$ cat src/rtl/lsram_ahb_pkg.sv
// rtl/lsram_ahb_pkg.sv - shared AHB encodings and BIST FSM states
package lsram_ahb_pkg;

    localparam logic [1:0] HTRANS_IDLE   = 2'b00;
    localparam logic [1:0] HTRANS_NONSEQ = 2'b10;
    localparam logic [1:0] HTRANS_SEQ    = 2'b11;

    localparam logic [2:0] HBURST_INCR   = 3'b001;
    localparam logic [2:0] HSIZE_WORD    = 3'b010;

    // Beat index width: covers NUM_WORDS up to 65536.
    localparam int IDX_W = 17;

    typedef enum logic [2:0] {
        ST_IDLE,
        ST_WR,
        ST_WR_DRAIN,
        ST_RD,
        ST_RD_DRAIN,
        ST_DONE
    } bist_state_e;

endpackage

$ cat src/rtl/lsram_bist_pattern_gen.sv
// rtl/lsram_bist_pattern_gen.sv - beat index to address and test pattern
//
// Ports:
//   idx_i     beat index within the tested region
//   addr_o    byte address of the beat (BASE_ADDR + 4*idx)
//   pattern_o data pattern for the beat (addr_o XOR SEED)
module lsram_bist_pattern_gen
    import lsram_ahb_pkg::*;
#(
    parameter logic [31:0] BASE_ADDR = 32'h0000_0000,
    parameter logic [31:0] SEED      = 32'hA5A5_5A5A
) (
    input  logic [IDX_W-1:0] idx_i,
    output logic [31:0]      addr_o,
    output logic [31:0]      pattern_o
);

    assign addr_o    = BASE_ADDR + {13'd0, idx_i, 2'b00};
    assign pattern_o = addr_o ^ SEED;

endmodule

$ cat src/rtl/lsram_ahb_bist_master.sv
// rtl/lsram_ahb_bist_master.sv - AHB-Lite master running a write/read-back BIST on an LSRAM
//
// Ports:
//   HCLK, HRESETN             clock, asynchronous active-low reset
//   start                     pulse to launch a test from IDLE or DONE
//   HSEL/HADDR/HTRANS/HBURST/HSIZE/HWRITE/HWDATA  AHB master outputs
//   HREADY, HRDATA, HRESP     AHB slave responses
//   busy, done, pass          test status (done/pass sticky until next start)
//   err_cnt, err_addr         saturating mismatch count, first failing address
//   bus_err                   sticky slave error indication
module lsram_ahb_bist_master
    import lsram_ahb_pkg::*;
#(
    parameter logic [31:0] BASE_ADDR = 32'h0000_0000,
    parameter int          NUM_WORDS = 1024,
    parameter logic [31:0] SEED      = 32'hA5A5_5A5A
) (
    input  logic        HCLK,
    input  logic        HRESETN,
    input  logic        start,
    output logic        HSEL,
    output logic [31:0] HADDR,
    output logic [1:0]  HTRANS,
    output logic [2:0]  HBURST,
    output logic [2:0]  HSIZE,
    output logic        HWRITE,
    output logic [31:0] HWDATA,
    input  logic        HREADY,
    input  logic [31:0] HRDATA,
    input  logic        HRESP,
    output logic        busy,
    output logic        done,
    output logic        pass,
    output logic [16:0] err_cnt,
    output logic [31:0] err_addr,
    output logic        bus_err
);

    localparam logic [IDX_W-1:0] LAST_IDX = IDX_W'(NUM_WORDS - 1);

    bist_state_e      state_q, state_d;
    logic [IDX_W-1:0] idx_q, idx_d;           // beat currently in (or last in) address phase
    logic             active_q, active_d;     // an address phase is being presented
    logic             dp_valid_q, dp_valid_d; // a data phase is outstanding
    logic [31:0]      dp_addr_q, dp_addr_d;
    logic [31:0]      dp_data_q, dp_data_d;   // write data, or expected read data
    logic             hwrite_q, hwrite_d;
    logic [16:0]      err_cnt_q, err_cnt_d;
    logic [31:0]      err_addr_q, err_addr_d;
    logic             bus_err_q, bus_err_d;

    logic [31:0]      pg_addr;
    logic [31:0]      pg_pattern;
    logic             first_err;

    lsram_bist_pattern_gen #(
        .BASE_ADDR (BASE_ADDR),
        .SEED      (SEED)
    ) u_pattern_gen (
        .idx_i     (idx_q),
        .addr_o    (pg_addr),
        .pattern_o (pg_pattern)
    );

    // err_addr is owned by whichever failure (mismatch or bus error) shows up first.
    assign first_err = (err_cnt_q == 17'd0) && !bus_err_q;

    always_comb begin
        state_d    = state_q;
        idx_d      = idx_q;
        active_d   = active_q;
        dp_valid_d = dp_valid_q;
        dp_addr_d  = dp_addr_q;
        dp_data_d  = dp_data_q;
        hwrite_d   = hwrite_q;
        err_cnt_d  = err_cnt_q;
        err_addr_d = err_addr_q;
        bus_err_d  = bus_err_q;

        case (state_q)
            ST_IDLE, ST_DONE: begin
                if (start) begin
                    state_d    = ST_WR;
                    idx_d      = '0;
                    active_d   = 1'b1;
                    dp_valid_d = 1'b0;
                    hwrite_d   = 1'b1;
                    err_cnt_d  = '0;
                    err_addr_d = '0;
                    bus_err_d  = 1'b0;
                end
            end
            default: begin
                if (dp_valid_q && HRESP) begin
                    // First error cycle drops the pending address phase so HTRANS
                    // is IDLE next cycle; the test ends once the response completes.
                    bus_err_d = 1'b1;
                    active_d  = 1'b0;
                    if (first_err) err_addr_d = dp_addr_q;
                    if (HREADY) begin
                        dp_valid_d = 1'b0;
                        state_d    = ST_DONE;
                    end
                end else begin
                    if (dp_valid_q && HREADY) begin
                        dp_valid_d = 1'b0;
                        if (!hwrite_q && (HRDATA != dp_data_q)) begin
                            if (err_cnt_q != 17'h1FFFF) err_cnt_d = err_cnt_q + 17'd1;
                            if (first_err) err_addr_d = dp_addr_q;
                        end
                        if (state_q == ST_WR_DRAIN) begin
                            state_d  = ST_RD;
                            idx_d    = '0;
                            active_d = 1'b1;
                            hwrite_d = 1'b0;
                        end else if (state_q == ST_RD_DRAIN) begin
                            state_d = ST_DONE;
                        end
                    end
                    if (active_q && HREADY) begin
                        dp_valid_d = 1'b1;
                        dp_addr_d  = pg_addr;
                        dp_data_d  = pg_pattern;
                        if (idx_q == LAST_IDX) begin
                            active_d = 1'b0;
                            state_d  = hwrite_q ? ST_WR_DRAIN : ST_RD_DRAIN;
                        end else begin
                            idx_d = idx_q + 17'd1;
                        end
                    end
                end
            end
        endcase
    end

    always_ff @(posedge HCLK or negedge HRESETN) begin
        if (!HRESETN) begin
            state_q    <= ST_IDLE;
            idx_q      <= '0;
            active_q   <= 1'b0;
            dp_valid_q <= 1'b0;
            dp_addr_q  <= '0;
            dp_data_q  <= '0;
            hwrite_q   <= 1'b0;
            err_cnt_q  <= '0;
            err_addr_q <= '0;
            bus_err_q  <= 1'b0;
        end else begin
            state_q    <= state_d;
            idx_q      <= idx_d;
            active_q   <= active_d;
            dp_valid_q <= dp_valid_d;
            dp_addr_q  <= dp_addr_d;
            dp_data_q  <= dp_data_d;
            hwrite_q   <= hwrite_d;
            err_cnt_q  <= err_cnt_d;
            err_addr_q <= err_addr_d;
            bus_err_q  <= bus_err_d;
        end
    end

    // A new INCR burst starts at the first beat and at every 1 KB boundary.
    always_comb begin
        HTRANS = HTRANS_IDLE;
        if (active_q) begin
            HTRANS = ((idx_q == '0) || (pg_addr[9:0] == 10'd0)) ? HTRANS_NONSEQ : HTRANS_SEQ;
        end
    end

    assign HSEL     = active_q;
    assign HADDR    = pg_addr;
    assign HBURST   = HBURST_INCR;
    assign HSIZE    = HSIZE_WORD;
    assign HWRITE   = hwrite_q;
    assign HWDATA   = dp_data_q;
    assign busy     = (state_q == ST_WR) || (state_q == ST_WR_DRAIN) ||
                      (state_q == ST_RD) || (state_q == ST_RD_DRAIN);
    assign done     = (state_q == ST_DONE);
    assign pass     = done && (err_cnt_q == 17'd0) && !bus_err_q;
    assign err_cnt  = err_cnt_q;
    assign err_addr = err_addr_q;
    assign bus_err  = bus_err_q;

endmodule

$ cat config.mk
export PLATFORM = sky130hd
export DESIGN_NAME = lsram_ahb_bist_master
export DESIGN_NICKNAME = d
export VERILOG_FILES = /design/src/rtl/lsram_ahb_pkg.sv /design/src/rtl/lsram_bist_pattern_gen.sv /design/src/rtl/lsram_ahb_bist_master.sv
export SDC_FILE = /design/constraint.sdc
export NUM_CORES = 1
export LEC_CHECK = 0
export BUFFER_PORTS_ARGS = -buffer_cell sky130_fd_sc_hd__buf_4
export CAP_MARGIN = 0
export CORE_ASPECT_RATIO = 1.1
export CORE_UTILIZATION = 50
export CTS_BUF_LIST = sky130_fd_sc_hd__clkbuf_8
export DETAILED_ROUTE_END_ITERATION = 10
export GPL_TIMING_DRIVEN = 0
export PLACE_DENSITY = 0.79
export SLEW_MARGIN = 15
export SYNTH_ARGS = -nofsm -noshare
export SYNTH_HDL_FRONTEND = slang
export SYNTH_SLANG_ARGS = --single-unit
export TNS_END_PERCENT = 30
$ cat constraint.sdc
create_clock -name HCLK -period 5.05 [get_ports HCLK]
set_clock_uncertainty 0.15 [all_clocks]
set_input_delay 1.515 -clock HCLK [delete_from_list [all_inputs] [get_ports HCLK]]
set_output_delay 1.515 -clock HCLK [all_outputs]
set_load 0.03 [all_outputs]
## Yosys cells after proc, flatten, opt, wreduce, memory -nomap -nowiden

Index checks and enable logic that the tools add are counted.

- Bits in registers: 114
- Input bits: 37
- Output and inout bits: 127

- Bitwise operators: 3
- $add $sub $neg: 2
- Multiplexer cells: 49
- Equality and inequality tests: 11
- Reduce and logical (&&, ||, !) cells: 34

Operator list:

| cell | number |
|---|---|
| 17-bit 2-to-1 mux | 12 |
| 32-bit 2-to-1 mux | 6 |
| 17-bit by 1-bit adder with 17-bit output, second input constant | 2 |
| 17-bit logical NOT | 2 |
| 32-bit inequality test | 1 |
| 3-bit 2-to-1 mux | 10 |
| 1-bit 2-to-1 mux | 20 |
| 17-bit by 10-bit equality test with 1-bit output, second input constant | 1 |
| 17-bit inequality test, second input constant | 1 |
| 10-bit inverter with 16-bit output | 1 |
| 10-bit logical NOT | 1 |
| 2-bit nonzero test | 5 |
| 3-bit AND reduction | 3 |
| 1-bit logical AND | 7 |
| 3-bit by 2-bit equality test with 1-bit output, second input constant | 2 |
| 3-bit equality test, second input constant | 2 |
| 2-bit AND reduction | 3 |
| 3-bit nonzero test | 2 |
| 5-bit AND reduction | 1 |
| 1-bit logical OR | 4 |
| 4-bit AND reduction | 1 |
| 4-bit nonzero test | 1 |
| 3-bit by 1-bit equality test with 1-bit output, second input constant | 1 |
| 3-bit logical NOT | 1 |
| other kinds (7) | 9 |

## Logic depth before layout (Yosys ltp)

- Depth in word-level cells: 8
- Gate-level depth with buffers: 12
- Mapped depth without buffers: 10

## By module

Synthesis repeated with hierarchy kept, for this count alone.

- Cells, all modules: 620
- Area, all modules: 7000.5 um^2

By module, submodules not included:

| module | seq. area each (um^2) | area each (um^2) | cells an instance | times used |
|---|---|---|---|---|
| lsram_ahb_bist_master | 3428.3 | 6546.3 | 554 | 1 |
| lsram_bist_pattern_gen | 0.0 | 454.2 | 66 | 1 |

## Worst setup path after synthesis

Ideal clock, no wire load.

- Kind: in2reg
- From: input port HRDATA[0]
- To: register err_addr_q[10] (netlist: err_addr[10])
- Stages: 8
- Setup slack: 1.472 ns
- Arrival: 3.349 ns
- Data required time: 4.821 ns
- Setup time: 0.079 ns
- Cells stage by stage: or4_1 -> a211oi_2 -> nand4_2 -> o31ai_4 -> a22o_1 -> buf_6 -> buf_12 -> mux2i_1

- Cells in the longest elaborated chain, start to end: 4

Ends and longest elaborated chain:

| item | RTL line | text |
|---|---|---|
| start: declaration | lsram_ahb_bist_master.sv:29 | `input logic [31:0] HRDATA,` |
| 32-bit inequality test | lsram_ahb_bist_master.sv:107 | `if (!hwrite_q && (HRDATA != dp_data_q)) begin` |
| 1-bit logical AND | lsram_ahb_bist_master.sv:107 |  |
| 3-bit nonzero test (no source line) | n/a |  |
| 3-bit AND reduction (no source line) | n/a |  |
| end signal: assignment | lsram_ahb_bist_master.sv:157 | `err_addr_q <= err_addr_d;` |
| end: declaration | lsram_ahb_bist_master.sv:49 | `logic [31:0] err_addr_q, err_addr_d;` |

Every way passes these cells.
A chain may end at the register's enable or synchronous reset.

## Final worst setup path

- From: input port HRDATA[6]
- To: register err_cnt_q[11] (netlist: err_cnt[11])

- Cells in the longest elaborated chain, start to end: 4

Ends and longest elaborated chain:

| item | RTL line | text |
|---|---|---|
| 32-bit inequality test | lsram_ahb_bist_master.sv:107 |  |
| 1-bit logical AND | lsram_ahb_bist_master.sv:107 |  |
| 2-bit nonzero test (no source line) | n/a |  |
| 5-bit AND reduction (no source line) | n/a |  |
| end signal: assignment | lsram_ahb_bist_master.sv:156 | `err_cnt_q <= err_cnt_d;` |
| end: declaration | lsram_ahb_bist_master.sv:48 | `logic [16:0] err_cnt_q, err_cnt_d;` |

Every way passes these cells.

==> flow_summary.ini <==
[status]
status = finished, violations left
violations = design-rule violations

[finish]
fin_nets = 764
layout_commonest_cell = buf_4
antenna-diode-count = 0
drive_above_1_share_pct = 32.3
finalNonFillerCells = 847
stdcell_area_um2 = 6530
final_cell_mix = 187 x buf_4, 85 x dfrtp_1, 73 x nand2_1, 44 x conb_1, 31 x inv_1
syn2layout_area_growth_pct = 28.5

[global_route]
first_global_vias = 4104
antenna_found_initial = 0
grt_max_degree = 86
grt_pass1_wl_mm = 20.8
grt_util_all_layers_pct = 25.1
grt_overflow = 0

[drt]
routed.top_layer = met4
route.met3.wl_um = 847
vias = 4520
met1_length_mm = 5.51
wl_mm = 12.9
met2WireLength_mm = 6.37
drt-pass1-iter-count = 8
final_antenna_net_count = 0
first_iter_violations = 263
via_per_inst = 5.34
drc = 18
wl_per_cell_um = 15.2

[sta]
finalCritPeriodShare_pct = 76.6
fin_hold_ws_ns = 0.343
hold_viol = 0
setup_viol = 0
rsz0062_at_grt = false
setup_tns_ns = 0
min_period_ns = 3.87
drv_slew = 0
tightest_slew_ns = 1.05
fmax_ghz = 0.259
slew-limit-headroom_pct = 30.1

[setup_path]
endpoint_kind = flop
crit_type = input pin to flop
arrival_ns = 3.96
crit_required_ns = 5.14
reg2reg_to = err_cnt[11]
reg2reg_depth = 12
cp-start-kind = input pin
reg2reg_from = err_cnt[0]
path_max_fanout = 10
rrSetupSlack_ns = 1.84
crit_start = HRDATA[6]

[synth]
synth_cell_types = 61
yosysSeqAreaShare_pct = 41.9
yosysTopAreaCell = dfrtp_1
synth_area_um2 = 5080
synth_seq_cells = 85
yosys-top-cells-area = dfrtp_1 42%, buf_4 10%, nand2_1 5.4%
synth-async-reset-ratio_pct = 100
syn_inst = 550
yosysWarnings = 0
synth.avg_cell_area_um2 = 9.23
synth.top_cell.area_share_pct = 41.9
synth_top_flop_cell = dfrtp_1
synth_edf_count = 0

[power]
powerDensity_nw_per_um2 = 403
p_leak_nw = 3.35
power.total_w = 0.00263
ir_drop_mv = 0.319

[place]
dpl.cell_count = 831
io_buffers = 119
hpwl_mm = 9.60
routabilityCongestion = 0.899
place_area_um2 = 6280

[die]
rows = 38
die_h_um = 108
dieArea_um2 = 10600
die_w_um = 98.1
io_pins = 164
coreArea_um2 = 9890
start_util_pct = 51.3

[clocking]
insertion_delay_ns = 0.36
clkTransAtPathRegs_ns = 0.08
cts_tree = done
cts.repair.resized = 0
clock-root-buffer = clkbuf_8
hold_buffers = 0
cts.sinks = 85
h-tree-depth = 3
cts.path.max_buffers = 2
cts_made_buffers = 9
post_cts_buffers = 0

[min_path]
hold_end = dp_addr_q[6]
holdCritPathClass = flop to flop
holdPathStages = 2
holdCritStartpoint = dp_addr_q[6]

[run]
drv_cap = 0
final cells by class:
cell class	count	area (um2)
Fill cell	808	3360
Clock inverter	6	110
Timing Repair Buffer	119	893
Buffer	89	622
Inverter	31	116
Multi-Input combinational cell	387	2370
Clock buffer	10	138
Tap cell	120	150
Sequential cell	85	2130
critical path, stage by stage:
cell and delay, ns:
buf_4 0.11, xor2_1 0.13, a2111oi_0 0.61, nand4_1 0.34, o31ai_4 0.54, nor2_2 0.13
buf_2 0.23, a221o_1 0.35
cells by family after synthesis:
logic type / share of synthesized area, %
AOI/OAI and AO/OA: 12.5
xor gates and xnor gates: 3.62
adders and majority gates: 1.23
buffers and inverters: 14.5
DFF: 41.9
muxes: 7.07
other: 0.148
and+or+nand+nor: 19.0
stage by stage:
stage	setup slack (ns)	utilization, %
final	1.18	66.0
after global routing	1.07	66.0
after CTS	1.18	66.0
after detailed placement	0.813	63.5
after global placement	0.853	63.5
after floorplan	1.47	-
worst max-delay path by stage:
stage	endpoint	slack, ns	cells past startpoint
after floorplan	err_addr[10]	1.47	8
after global placement	err_addr[16]	0.85	9
after detailed placement	err_addr[10]	0.81	9
after CTS	err_addr[10]	1.18	9
after global routing	err_addr[16]	1.07	9
final	err_cnt[11]	1.18	8
state kept, by name, summed over array words and instances, names as in the netlist:
name	flops
HWDATA	18
err_addr	17
err_cnt	17
idx_q	17
dp_addr_q	9
state_q	3
HSEL	1
HWRITE	1
bus_err	1
dp_valid_q	1
report_power, final:
part,leakage (nW),internal [W],total (W),switching (W)
Combinational,2.10,0.000409,0.00111,0.000698
Sequential,1.13,0.000801,0.000932,0.000131
Clock,0.119,0.000341,0.000591,0.000249
layer usage:
metal / global-route usage, % / up-vias
li1: - / 2168
met4: 8.23 / 0
met2: 41.9 / 194
met5: 0 / -
met1: 33.0 / 2144
met3: 4.48 / 14
Yosys cell counts (all sizes together) (5+ instances only):
cell	n
a21oi	16
a221o	9
a31oi	7
and2	8
and3	7
buf	78
clkbuf	11
dfrtp	85
ha	5
inv	31
mux2	15
mux2i	19
nand2	73
nand3	15
nand4	10
nor2	25
nor3	19
nor4	12
nor4b	5
o21ai	29
xnor2	6
xor2	15
Note: power is estimated with default switching activity, not from simulation.
